File: src/rtl/div_unit.sv
// div_unit: multi-cycle RV64M DIV/DIVU/REM/REMU unit.
// Radix-2 restoring division on operand magnitudes, one quotient bit per
// cycle, with the sign fix-up folded into the last iteration so that the
// result register is written exactly once per operation.
//
//   state  | meaning
//   -------+---------------------------------------------------------------
//   S_IDLE | no operation in flight; start is sampled
//   S_CALC | iterating, one quotient bit per cycle; busy=1
//   S_DONE | result valid, done=1 for this single cycle; start is sampled
//
// Divide-by-zero and signed overflow are resolved at accept and go straight
// to S_DONE without iterating.
module div_unit #(
    parameter int XLEN = 64
) (
    input  logic            CLK,
    input  logic            RESET,
    input  logic            start,
    input  logic            kill,
    input  logic [1:0]      op,
    input  logic [XLEN-1:0] a,
    input  logic [XLEN-1:0] b,
    output logic [XLEN-1:0] result,
    output logic            busy,
    output logic            done
);

    localparam int CW = $clog2(XLEN);
    localparam logic [CW-1:0] CNT_INIT = CW'(XLEN - 1);
    localparam logic [XLEN-1:0] INT_MIN = {1'b1, {(XLEN-1){1'b0}}};

    generate
        if (XLEN < 2) begin : g_bad_xlen
            $error("div_unit: XLEN must be at least 2");
        end
    endgenerate

    typedef enum logic [1:0] {
        S_IDLE = 2'd0,
        S_CALC = 2'd1,
        S_DONE = 2'd2
    } state_t;

    state_t          r_state;
    state_t          w_state_nxt;

    logic [XLEN-1:0] r_quo;
    logic [XLEN-1:0] r_rem;
    logic [XLEN-1:0] r_div;
    logic [CW-1:0]   r_cnt;
    logic            r_is_rem;
    logic            r_neg_q;
    logic            r_neg_r;
    logic [XLEN-1:0] r_result;

    logic            w_accept;
    logic            w_finish;

    // operand decode at accept
    logic            w_signed;
    logic            w_a_neg;
    logic            w_b_neg;
    logic [XLEN-1:0] w_a_mag;
    logic [XLEN-1:0] w_b_mag;
    logic            w_b_zero;
    logic            w_ovf;
    logic            w_special;
    logic [XLEN-1:0] w_special_res;

    // one restoring step
    logic [XLEN:0]   w_rem_sh;
    logic [XLEN:0]   w_rem_diff;
    logic            w_ge;
    logic [XLEN-1:0] w_rem_it;
    logic [XLEN-1:0] w_quo_it;
    logic [XLEN-1:0] w_quo_fix;
    logic [XLEN-1:0] w_rem_fix;
    logic [XLEN-1:0] w_final;

    // Decode the incoming request: magnitudes, signs and the two cases that
    // need no iteration. INT_MIN negates to itself, which is the correct
    // unsigned magnitude 2^(XLEN-1).
    always_comb begin
        w_signed      = ~op[0];
        w_a_neg       = w_signed & a[XLEN-1];
        w_b_neg       = w_signed & b[XLEN-1];
        w_a_mag       = w_a_neg ? (~a + 1'b1) : a;
        w_b_mag       = w_b_neg ? (~b + 1'b1) : b;
        w_b_zero      = (b == '0);
        w_ovf         = w_signed & (a == INT_MIN) & (&b);
        w_special     = w_b_zero | w_ovf;
        w_special_res = '0;
        if (w_b_zero) begin
            w_special_res = op[1] ? a : '1;
        end else begin
            w_special_res = op[1] ? '0 : a;
        end
    end

    // One iteration: shift the next dividend bit into the partial remainder,
    // trial-subtract the divisor and keep the difference when no borrow.
    // The partial remainder is always below the divisor, so the shifted
    // value needs one extra bit but the kept remainder fits in XLEN bits.
    always_comb begin
        w_rem_sh   = {r_rem, r_quo[XLEN-1]};
        w_rem_diff = w_rem_sh - {1'b0, r_div};
        w_ge       = ~w_rem_diff[XLEN];
        w_rem_it   = w_ge ? w_rem_diff[XLEN-1:0] : w_rem_sh[XLEN-1:0];
        w_quo_it   = {r_quo[XLEN-2:0], w_ge};
        w_quo_fix  = r_neg_q ? (~w_quo_it + 1'b1) : w_quo_it;
        w_rem_fix  = r_neg_r ? (~w_rem_it + 1'b1) : w_rem_it;
        w_final    = r_is_rem ? w_rem_fix : w_quo_fix;
    end

    // State register
    always_ff @(posedge CLK) begin
        if (RESET) begin
            r_state <= S_IDLE;
        end else begin
            r_state <= w_state_nxt;
        end
    end

    // Next-state logic; kill overrides a simultaneous start.
    always_comb begin
        w_state_nxt = r_state;
        w_accept    = 1'b0;
        w_finish    = 1'b0;
        case (r_state)
            S_IDLE: begin
                if (start && !kill) begin
                    w_accept    = 1'b1;
                    w_state_nxt = w_special ? S_DONE : S_CALC;
                end
            end
            S_CALC: begin
                if (kill) begin
                    w_state_nxt = S_IDLE;
                end else if (r_cnt == '0) begin
                    w_finish    = 1'b1;
                    w_state_nxt = S_DONE;
                end
            end
            S_DONE: begin
                if (start && !kill) begin
                    w_accept    = 1'b1;
                    w_state_nxt = w_special ? S_DONE : S_CALC;
                end else begin
                    w_state_nxt = S_IDLE;
                end
            end
            default: begin
                w_state_nxt = S_IDLE;
            end
        endcase
    end

    // Datapath: load on accept, iterate in CALC, write result on entering DONE.
    always_ff @(posedge CLK) begin
        if (RESET) begin
            r_quo    <= '0;
            r_rem    <= '0;
            r_div    <= '0;
            r_cnt    <= '0;
            r_is_rem <= 1'b0;
            r_neg_q  <= 1'b0;
            r_neg_r  <= 1'b0;
            r_result <= '0;
        end else if (w_accept) begin
            r_quo    <= w_a_mag;
            r_rem    <= '0;
            r_div    <= w_b_mag;
            r_cnt    <= CNT_INIT;
            r_is_rem <= op[1];
            r_neg_q  <= ~op[1] & (w_a_neg ^ w_b_neg);
            r_neg_r  <= op[1] & w_a_neg;
            if (w_special) begin
                r_result <= w_special_res;
            end
        end else if (r_state == S_CALC && !kill) begin
            r_quo <= w_quo_it;
            r_rem <= w_rem_it;
            r_cnt <= r_cnt - 1'b1;
            if (w_finish) begin
                r_result <= w_final;
            end
        end
    end

    assign result = r_result;
    assign busy   = (r_state == S_CALC);
    assign done   = (r_state == S_DONE);

endmodule

File: config.mk
export PLATFORM = sky130hd
export DESIGN_NAME = div_unit
export DESIGN_NICKNAME = d
export VERILOG_FILES = /design/src/rtl/div_unit.sv
export SDC_FILE = /design/constraint.sdc
export NUM_CORES = 1
export LEC_CHECK = 0
export BUFFER_PORTS_ARGS = -buffer_cell sky130_fd_sc_hd__buf_2
export CORE_ASPECT_RATIO = 1.75
export CORE_MARGIN = 4
export CORE_UTILIZATION = 35
export CTS_BUF_LIST = sky130_fd_sc_hd__clkbuf_8
export CTS_CLUSTER_SIZE = 20
export DETAILED_ROUTE_END_ITERATION = 7
export PLACE_DENSITY = 0.51
export SLEW_MARGIN = 10
export SYNTH_ARGS = -nofsm -noshare
export SYNTH_HDL_FRONTEND = slang
export SYNTH_SLANG_ARGS = --single-unit
File: constraint.sdc
create_clock -name CLK -period 20.4 [get_ports CLK]
set_input_delay 2.04 -clock CLK [delete_from_list [all_inputs] [get_ports CLK]]
set_output_delay 2.04 -clock CLK [all_outputs]
set_load 0.1 [all_outputs]
=== Yosys cells after proc, flatten, opt, wreduce, memory -nomap -nowiden ===
Index checks and enable logic that the tools add are counted.

* Add/sub/neg operators: 6
* Eq/ne operators: 6
* Muxes and demuxes: 28
* Bitwise operators: 15
* Reductions and logical operators: 13

{| class="wikitable"
|+ Operators by type and width
! operator !! count
|-
| 2-to-1 mux 64 bit || 15
|-
| adder 64 x 1 -> 64 bit, second input constant || 4
|-
| inverter 64 bit || 4
|-
| subtractor 65 x 64 -> 65 bit || 1
|-
| equality test 64 bit, second input constant || 1
|-
| zero test 64 bit || 1
|-
| AND reduction 64 bit || 1
|-
| 2-to-1 mux 6 bit || 2
|-
| 2-to-1 mux 2 bit || 5
|-
| AND 1 bit || 6
|-
| zero test 6 bit || 1
|-
| one-hot mux 2 bit (3 select lines) || 1
|-
| subtractor 6 x 1 -> 6 bit, second input constant || 1
|-
| 2-to-1 mux 1 bit || 5
|-
| nonzero test 2 bit || 2
|-
| OR reduction 2 bit || 2
|-
| inequality test 3 x 2 -> 1 bit, second input constant || 1
|-
| inverter 1 bit || 3
|-
| AND reduction 3 bit || 1
|-
| equality test 2 x 1 -> 1 bit, second input constant || 1
|-
| equality test 2 bit, second input constant || 1
|-
| logical AND 1 bit || 2
|-
| zero test 2 bit || 1
|-
| inequality test 2 x 1 -> 1 bit, second input constant || 1
|-
| other kinds (5) || 5
|}

* Flip-flop bits (word level): 267
* Bits of input ports: 134
* Logic and storage cells: 77

=== Depth between registers and ports, before layout ===
Gate-level depths: netlist of run 1.

* Word-level depth: 9
* Gate-level depth with buffers: 30
* Depth with buffers taken out: 25

=== Least setup slack after synthesis of run 1 ===
Ideal clock, no wire load.

* Kind: flip-flop to flip-flop
* From: register r_rem[38]
* To: register r_result[62] (netlist: result[62])
* Library setup time: 0.086 ns
* Arrival: 6.342 ns
* Data required time: 20.314 ns
* Slack: 13.972 ns
* Stages on the path, launching flop included: 29
* Cell sequence: dfxtp_1 > ha_1 > buf_2 > a21oi_1 > o21ai_1 > a32o_1 > or3_1 > nor4_1 > nor3_2 > inv_1 > buf_2 > buf_2 > buf_2 > buf_2 > buf_2 > o21ai_0 > inv_1 > ha_1 > or4b_1 > nor3_1 > nand3_1 > or3_1 > o21ai_2 > o2111ai_2 > or3_1 > or3_1 > o31a_1 > xor2_1 > a221oi_2

* Word-level cells in the longest chain between the ends: 9
* Elaborated cells between the ends (all ways): 13
* Classes of those cells: 3 x add/sub; 7 x mux; 3 x bitwise

{| class="wikitable"
|+ RTL lines
! element !! line !! source
|-
| start, declared || 49 || <nowiki>logic [XLEN-1:0] r_rem;</nowiki>
|-
| start signal, assigned || 183 || <nowiki>r_rem <= w_rem_it;</nowiki>
|-
| subtractor 65 x 64 -> 65 bit || 107 || <nowiki>w_rem_diff = w_rem_sh - {1'b0, r_div};</nowiki>
|-
| 2-to-1 mux 64 bit / inverter 1 bit (equally long branches) || 109, 108 ||
|-
| inverter 64 bit (on tied branches) || 112, 111 ||
|-
| adder 64 x 1 -> 64 bit (on tied branches) || 112, 111 ||
|-
| 2-to-1 mux 64 bit (on tied branches) || 112, 111 ||
|-
| 2-to-1 mux 64 bit * || 113 || <nowiki>w_final = r_is_rem ? w_rem_fix : w_quo_fix;</nowiki>
|-
| 2-to-1 mux 64 bit * || 185 || <nowiki>if (w_finish) begin</nowiki>
|-
| 2-to-1 mux 64 bit * || 181 || <nowiki>end else if (r_state == S_CALC && !kill) begin</nowiki>
|-
| 2-to-1 mux 64 bit * || 170 || <nowiki>end else if (w_accept) begin</nowiki>
|-
| end signal, assigned || 179 || <nowiki>r_result <= w_special_res;</nowiki>
|-
| end signal, assigned || 186 || <nowiki>r_result <= w_final;</nowiki>
|-
| end, declared || 55 || <nowiki>logic [XLEN-1:0] r_result;</nowiki>
|}

Mark *: on every way between the ends. The rest lies on a longest branch, timed or not. The select of a mux whose other input is x is not followed.
A chain may end at the register's enable or synchronous reset.

=== Worst setup path after layout of run 1 ===
* From: register r_rem[21]
* To: register r_result[62] (netlist: result[62])

The elaborated chain is that of the path after synthesis.

==> implementation parameters, run 1 <==
Parameter                              Value

Clock tree
  Clk Tree Root Cell ... clkbuf_8
  Number of sinks handled by clock tree synthesis ... between 200 and 300
  Post-CTS setup-driven buffer insertion count ... 0
  Clock tree from TritonCTS ... built
  Cts hold-fix bufs ... 0
  Clk Latency, worst-skew pair ... about 650 ps
  H-tree levels ... 2
  Number of buffers inserted during clock tree synthesis ... 46
  Number of buffers on the longest clock path ... 3
  Clock slew at reported path FFs ... 70 ps
  Number of resized instances in the post-cts repair step ... 0

Yosys
  Dominant synthesized flop cell ... dfxtp_1
  Count of distinct cell types in the synthesized netlist ... 94
  Fraction of synthesized area in multiplexers ... 1.90%
  Post-Synthesis Cell Area ... 23700 um2
  Adder and majority cell fraction of the synthesized area ... about 5.5%
  Post-synthesis cell count ... 3359
  Main combinational cell family by area after synthesis ... compound AO/OA/AOI/OAI gates
  Share of the synthesized area in compound gates (AO/OA/AOI/OAI) ... between 20 and 30%
  Post-synthesis simple-gate area fraction ... 25.5%
  Number of warnings issued by yosys ... 0
  Number of enable-type register cells in the synthesized netlist ... 0
  Nets in the synthesized netlist ... ~3600
  Asr flop ratio synth ... 0%
  Mean instance size in the synthesized netlist ... about 7 um2
  Sequential cell area fraction in the yosys report ... 22.6%
  Flip-flop and latch count after synthesis ... roughly 270
  Post-Synth XOR/XNOR Area ... between 10% and 20%

Layout
  Area growth from synthesis to layout ... 11.0%
  Area occupied by registers ... between 5000 and 6000 um2
  Layout cells sized above 1 ... between 10 and 15%
  Multi-input logic area ... 17100 um2
  Layout fillers ... roughly 7300
  Total Nets Final ... between 3000 and 4000

Floorplanning
  Effective utilization at floorplan ... 35.5%
  Die Ht ... around 350 um
  Horizontal extent of the die ... between 200 and 250 um
  Top Ports ... 200
  Area of the core region ... roughly 67000 um2
  Number of placement rows ... 125
  Die footprint ... just over 70000 um2

Hold path
  Classification of the worst-slack hold path ... reg2reg

Route
  Detail-routed net length per standard cell ... between 20 and 25 um
  Remaining antenna violation count after routing ... 0
  Number of iterations in the first detailed-routing pass ... 7
  Number of violations reported at the end of detailed-routing iteration 0 ... a little over 2000
  Total vias in the final route ... 26022
  Routed wire length ... between 100 and 150 mm
  DRC ... 0
  Vias per cell ... ~6

Power
  Power density of the placed cells ... between 70 and 80 nW/um2
  Reported leakage power ... between 9 and 10 nW
  Worst ir drop on vdd ... 0.0474 mV

STA
  Final setup violation count ... 0
  Fraction of the cycle the final worst path needs ... 37.4%
  Setup Total Neg Slack ... 0 ps
  Slew at the pin closest to its max-slew limit ... between 1000 and 1500 ps
  Final hold viol count ... 0
  Number of max-slew violations in the final report ... 0
  Final worst path period need ... around 7600 ps
  Peak Freq ... between 100 and 150 MHz
  Unrepaired setup endpoints after global routing ... false
  Final critical-path setup slack ... around 13000 ps
  Final worst clock skew ... 19.9 ps
  Max_slew headroom ... 9.88%

Worst setup path
  Startpoint type of the worst setup path ... flip-flop
  Worst-path maximum fanout ... 43
  Worst Setup End Kind ... flip-flop
  Critical path type ... reg2reg
  Setup slack, reg-to-reg ... about 13000 ps
  Crit path required time ... between 20000 and 25000 ps
  Arrival time reported for the critical path endpoint ... 8190 ps

Global route
  Global routing usage summed across all routing layers ... 28.7%
  GRT Residual Overflow ... 0
  Number of global-route vias before repair ... 25599
  Antenna violations before repair ... 2
  Maximum number of pins on one net before global-route repair ... roughly 170
  Global-route wire length before repair ... roughly 160 mm

Placement
  # port buffers ... approximately 200
  Dpl ws ... 12890 ps
  Half-perimeter wire length after placement ... between 80 and 90 mm
  Routability Congestion ... 0.999

Status
  Run status ... complete, no violations

Job
  Max Cap Violations ... 0
## per-layer routing
| layer | track usage (%) | routed length, um | vias up |
|---|---|---|---|
| met4 | 20.9 | 9590 | 2 |
| met5 | 0 | 12 | - |
| met1 | 32.6 | 41000 | 12387 |
| met2 | 49.7 | 52700 | 905 |
| li1 | - | - | 12470 |
| met3 | 2.61 | 4440 | 258 |
## power breakdown
group / internal [mW] / switching, mW / leakage [nW] / total, mW
sequential: 0.545 / 0.0291 / 2.18 / 0.574
combinational: 0.234 / 0.519 / 7.09 / 0.753
clock: 0.321 / 0.259 / 0.569 / 0.580
total: 1.10 / 0.807 / 9.84 / 1.91
## cell usage after synthesis (37+ instances only)
cell | n | area (um2)
nand2_1 | 372 | 1400
inv_1 | 101 | 379
clkbuf_1 | 172 | 646
a21oi_1 | 304 | 1520
o31ai_1 | 46 | 345
ha_1 | 71 | 888
mux2i_1 | 37 | 370
nor3_1 | 124 | 621
or3_1 | 51 | 319
nor4_1 | 47 | 294
maj3_1 | 40 | 400
xor2_1 | 148 | 1300
xnor2_1 | 125 | 1090
o21ai_0 | 200 | 1000
dfxtp_1 | 267 | 5350
nand3_1 | 62 | 310
nor2_1 | 374 | 1400
a211oi_1 | 134 | 1010
nand4_1 | 85 | 532
a22oi_1 | 67 | 503
## worst paths after layout
path                end  startpoint  cells after the start
min reg2reg  result[11]  result[11]                      2
max reg2reg  result[62]   r_rem[21]                     23
max          result[62]   r_rem[21]                     23
min          result[11]  result[11]                      2
## stage by stage
stage	utilization (%)	area (um2)	power (mW)	cells	hold slack, ps
finish	39.4	26300	1.91	4339	454
global placement	37.8	25200	1.33	4256	441
detailed placement	37.8	25200	1.32	4256	447
CTS	39.4	26300	1.91	4337	456
floorplan	-	23700	1.08	3359	432
global route	39.4	26300	2.00	4338	480
## worst max-delay path, cell delays in order, from the launching register on
cell       delay [ps]
dfxtp_1           380
ha_1              520
nand4_1           340
nor4_1            440
o211ai_1          290
a21boi_1          610
nor4_1            210
nor3_4            220
buf_4             480
inv_2              50
buf_4             260
a21oi_1           290
ha_1              260
or4b_1            520
nor3_1            430
nand3_1           110
or3_1             330
o21ai_2           100
o2111ai_2         230
or3_1             440
or3_1             340
o31a_1            260
xor2_1            160
a221oi_2          220
## sequential cells by signal, indices dropped and copies added, names as in the netlist
register,count
r_state,2
r_div,64
r_neg_r,1
r_neg_q,1
result,64
r_rem,64
r_quo,64
r_is_rem,1
r_cnt,6
## cells by family after synthesis
family | Yosys count
and+or+nand+nor | 1278
AOI/OAI and AO/OA | 1056
buffers and inverters | 329
xor gates and xnor gates | 273
DFF | 267
adders and majority gates | 112
muxes | 44
## cell usage in the layout, fill, tap and decap left out, types with 9 or more instances in the layout
cell,instances
a211oi_1,134
o211ai_1,31
inv_1,110
clkbuf_8,55
o21ai_0,200
o41ai_1,26
a21oi_1,304
xor2_1,148
and2_1,22
o21ai_1,15
or3_1,51
o21a_1,20
mux2i_1,37
ha_1,71
nor2_1,372
a22oi_1,67
buf_2,198
nand2_1,372
o31ai_1,46
nand3b_1,9
nand3_1,62
or2_2,16
nand4_1,85
xnor2_1,125
a311oi_1,12
maj3_1,40
nand2b_1,28
or4_1,30
nor4_1,46
a221oi_1,11
and3_1,15
dfxtp_1,264
a21o_1,27
o21bai_1,16
buf_4,36
and4_1,9
a31oi_1,31
o22ai_1,10
nor3_1,124
## cell type report
class                      instances  share of cell area, %
clock inverter                    26                   1.06
clock buffer                      55                   2.88
antenna                            2                 0.0190
tap                              889                   4.23
multi-input combinational       2763                   65.1
sequential                       267                   20.3
timing repair buffer             236                   4.92
inverter                         101                   1.44
(Power assumes the default switching activity.)
==> run 2: changes to the inputs <==
==> constraint.sdc (replaced) <==
create_clock -name CLK -period 7.75 [get_ports CLK]
set_input_delay 0.775 -clock CLK [delete_from_list [all_inputs] [get_ports CLK]]
set_output_delay 0.775 -clock CLK [all_outputs]
set_load 0.1 [all_outputs]
==> implementation parameters, run 2 (synthesis gave the netlist of run 1 again) <==
Parameter                              Value

Status
  Run status ... complete, no violations

Global route
  GR peak layer ... met2
  Maximum number of pins on one net before global-route repair ... around 150
  Met3 Usage GRT ... between 4 and 5%
  GRT Residual Overflow ... 0
  Met2 usage ... a little over half
  Global-route track usage on met1 ... between 30 and 40%
  Global routing usage summed across all routing layers ... between 30% and 40%
  Global-route wire length before repair ... about 170 mm
  Number of global-route vias before repair ... between 20000 and 30000
  Antenna violations before repair ... 5

Floorplanning
  Effective utilization at floorplan ... roughly 35%
  Die footprint ... a little over 70000 um2
  Number of placement rows ... roughly 130
  Top Ports ... 200
  Horizontal extent of the die ... 205 um
  Area of the core region ... about 67000 um2
  Die Ht ... roughly 350 um

Clock tree
  Number of resized instances in the post-cts repair step ... 0
  Clk Tree Root Cell ... clkbuf_8
  Clock tree from TritonCTS ... built
  Clk Latency, worst-skew pair ... between 700 and 800 ps
  H-tree levels ... 2
  Number of buffers on the longest clock path ... 3
  Cts hold-fix bufs ... 0
  Post-CTS setup-driven buffer insertion count ... 0
  Number of buffers inserted during clock tree synthesis ... between 40 and 50
  Clock slew at reported path FFs ... approximately 70 ps
  Number of sinks handled by clock tree synthesis ... 267

STA
  Fraction of the cycle the final worst path needs ... between 80% and 90%
  Setup Total Neg Slack ... 0 ps
  Final setup violation count ... 0
  Slew at the pin closest to its max-slew limit ... between 1000 and 1500 ps
  Max_slew headroom ... roughly 15%
  Unrepaired setup endpoints after global routing ... false
  Final worst path period need ... between 6000 and 7000 ps
  Worst Hold Slack ... between 400 and 500 ps
  Final hold viol count ... 0
  Number of max-slew violations in the final report ... 0
  Peak Freq ... 144 MHz
  Final worst clock skew ... about 32 ps

Layout
  Layout cells sized above 1 ... between 10% and 20%
  Multi-input logic area ... roughly 17000 um2
  Layout fillers ... ~7300
  Area growth from synthesis to layout ... 11.6%
  Commonest non-fill, non-tap cells in the layout ... nand2_1, nor2_1, a21oi_1
  Total Nets Final ... roughly 3600
  Area occupied by registers ... 5350 um2

Placement
  # port buffers ... 199
  Routability Congestion ... approximately 1.0
  Half-perimeter wire length after placement ... a little over 90 mm

Route
  Detail-routed net length per standard cell ... approximately 27 um
  Routed wire length ... between 100 and 150 mm
  Total vias in the final route ... between 20000 and 30000
  Number of iterations in the first detailed-routing pass ... 7
  Number of violations reported at the end of detailed-routing iteration 0 ... between 1500 and 2000
  Vias per cell ... roughly 6.1
  Remaining antenna violation count after routing ... 0
  DRC ... 0

Job
  Max Cap Violations ... 0

Worst setup path
  Worst Setup End Kind ... flip-flop
  Arrival time reported for the critical path endpoint ... between 7000 and 8000 ps
  Startpoint type of the worst setup path ... flip-flop
  Critical path type ... reg2reg
  Worst-path maximum fanout ... 10
  Crit path required time ... roughly 8400 ps

Power
  Power density of the placed cells ... 196 nW/um2
  Worst ir drop on vdd ... 0.121 mV
  Reported leakage power ... around 9.9 nW

Hold path
  Classification of the worst-slack hold path ... in2reg
-- run 2: cell types whose count changed in the layout (fill, tap and decap cells not counted), moves of 2 or more --
| cell | before | now |
|---|---|---|
| clkinv_2 | 6 | 8 |
| buf_4 | 36 | 47 |
| clkbuf_8 | 55 | 66 |
| inv_1 | 110 | 106 |
| bufinv_16 | 6 | 2 |
| clkinvlp_4 | 2 | 0 |
-- run 2: report_power, final --
group	internal [mW]	total [mW]	switching (mW)
Sequential	1.43	1.50	0.0678
Clock	0.832	1.56	0.729
Combinational	0.626	2.12	1.50
Total	2.89	5.19	2.29
-- run 2: area by class of cell --
class	instances	share of cell area [%]
Antenna cell	1	0.00947
Clock buffer	66	3.44
Clock inverter	21	0.658
Inverter	101	1.43
Multi-Input combinational cell	2763	64.7
Sequential cell	267	20.2
Tap cell	889	4.21
Timing Repair Buffer	248	5.28
-- run 2: routing by layer --
metal	vias up	part of all wire (%)
met5	-	0.019
li1	12491	-
met1	12464	35
met4	4	12
met2	1028	48
met3	390	5.0
-- run 2: metrics by stage --
step / setup WS [ps] / power [mW] / instance area (um2) / utilization, % / std cells
global route: 545 / 5.41 / 26400 / 39.6 / 4356
detailed placement: 1000 / 3.60 / 25300 / 38.0 / 4268
floorplan: 1320 / 2.83 / 23700 / - / 3359
CTS: 902 / 5.17 / 26400 / 39.6 / 4355
finish: 826 / 5.19 / 26400 / 39.6 / 4356
global placement: 1070 / 3.62 / 25300 / 38.0 / 4268
-- run 2: path summary, 6_finish.rpt --
check,start,to,slack (ps),depth (start not counted)
worst max-delay path,r_quo[63],result[62],830,23
worst max register to register,r_quo[63],result[62],830,23
worst min-delay path,a[8],r_quo[8],410,4
worst min register to register,result[40],result[40],440,2
-- run 2: critical path, cell delays in order (launching register included) --
cell and delay, ps:
dfxtp_1 370, inv_1 60, ha_1 210, fa_1 410, nand2b_1 200, a21boi_1 410
o211ai_1 220, a21boi_1 470, nor4_1 190, nor3_4 350, inv_2 180, a21oi_1 260
ha_1 260, or4b_1 520, nor3_1 460, nand3_1 120, or3_1 340, o21ai_2 100
o2111ai_2 280, or3_1 450, or3_1 320, o31a_1 250, xor2_1 160, a221oi_2 230
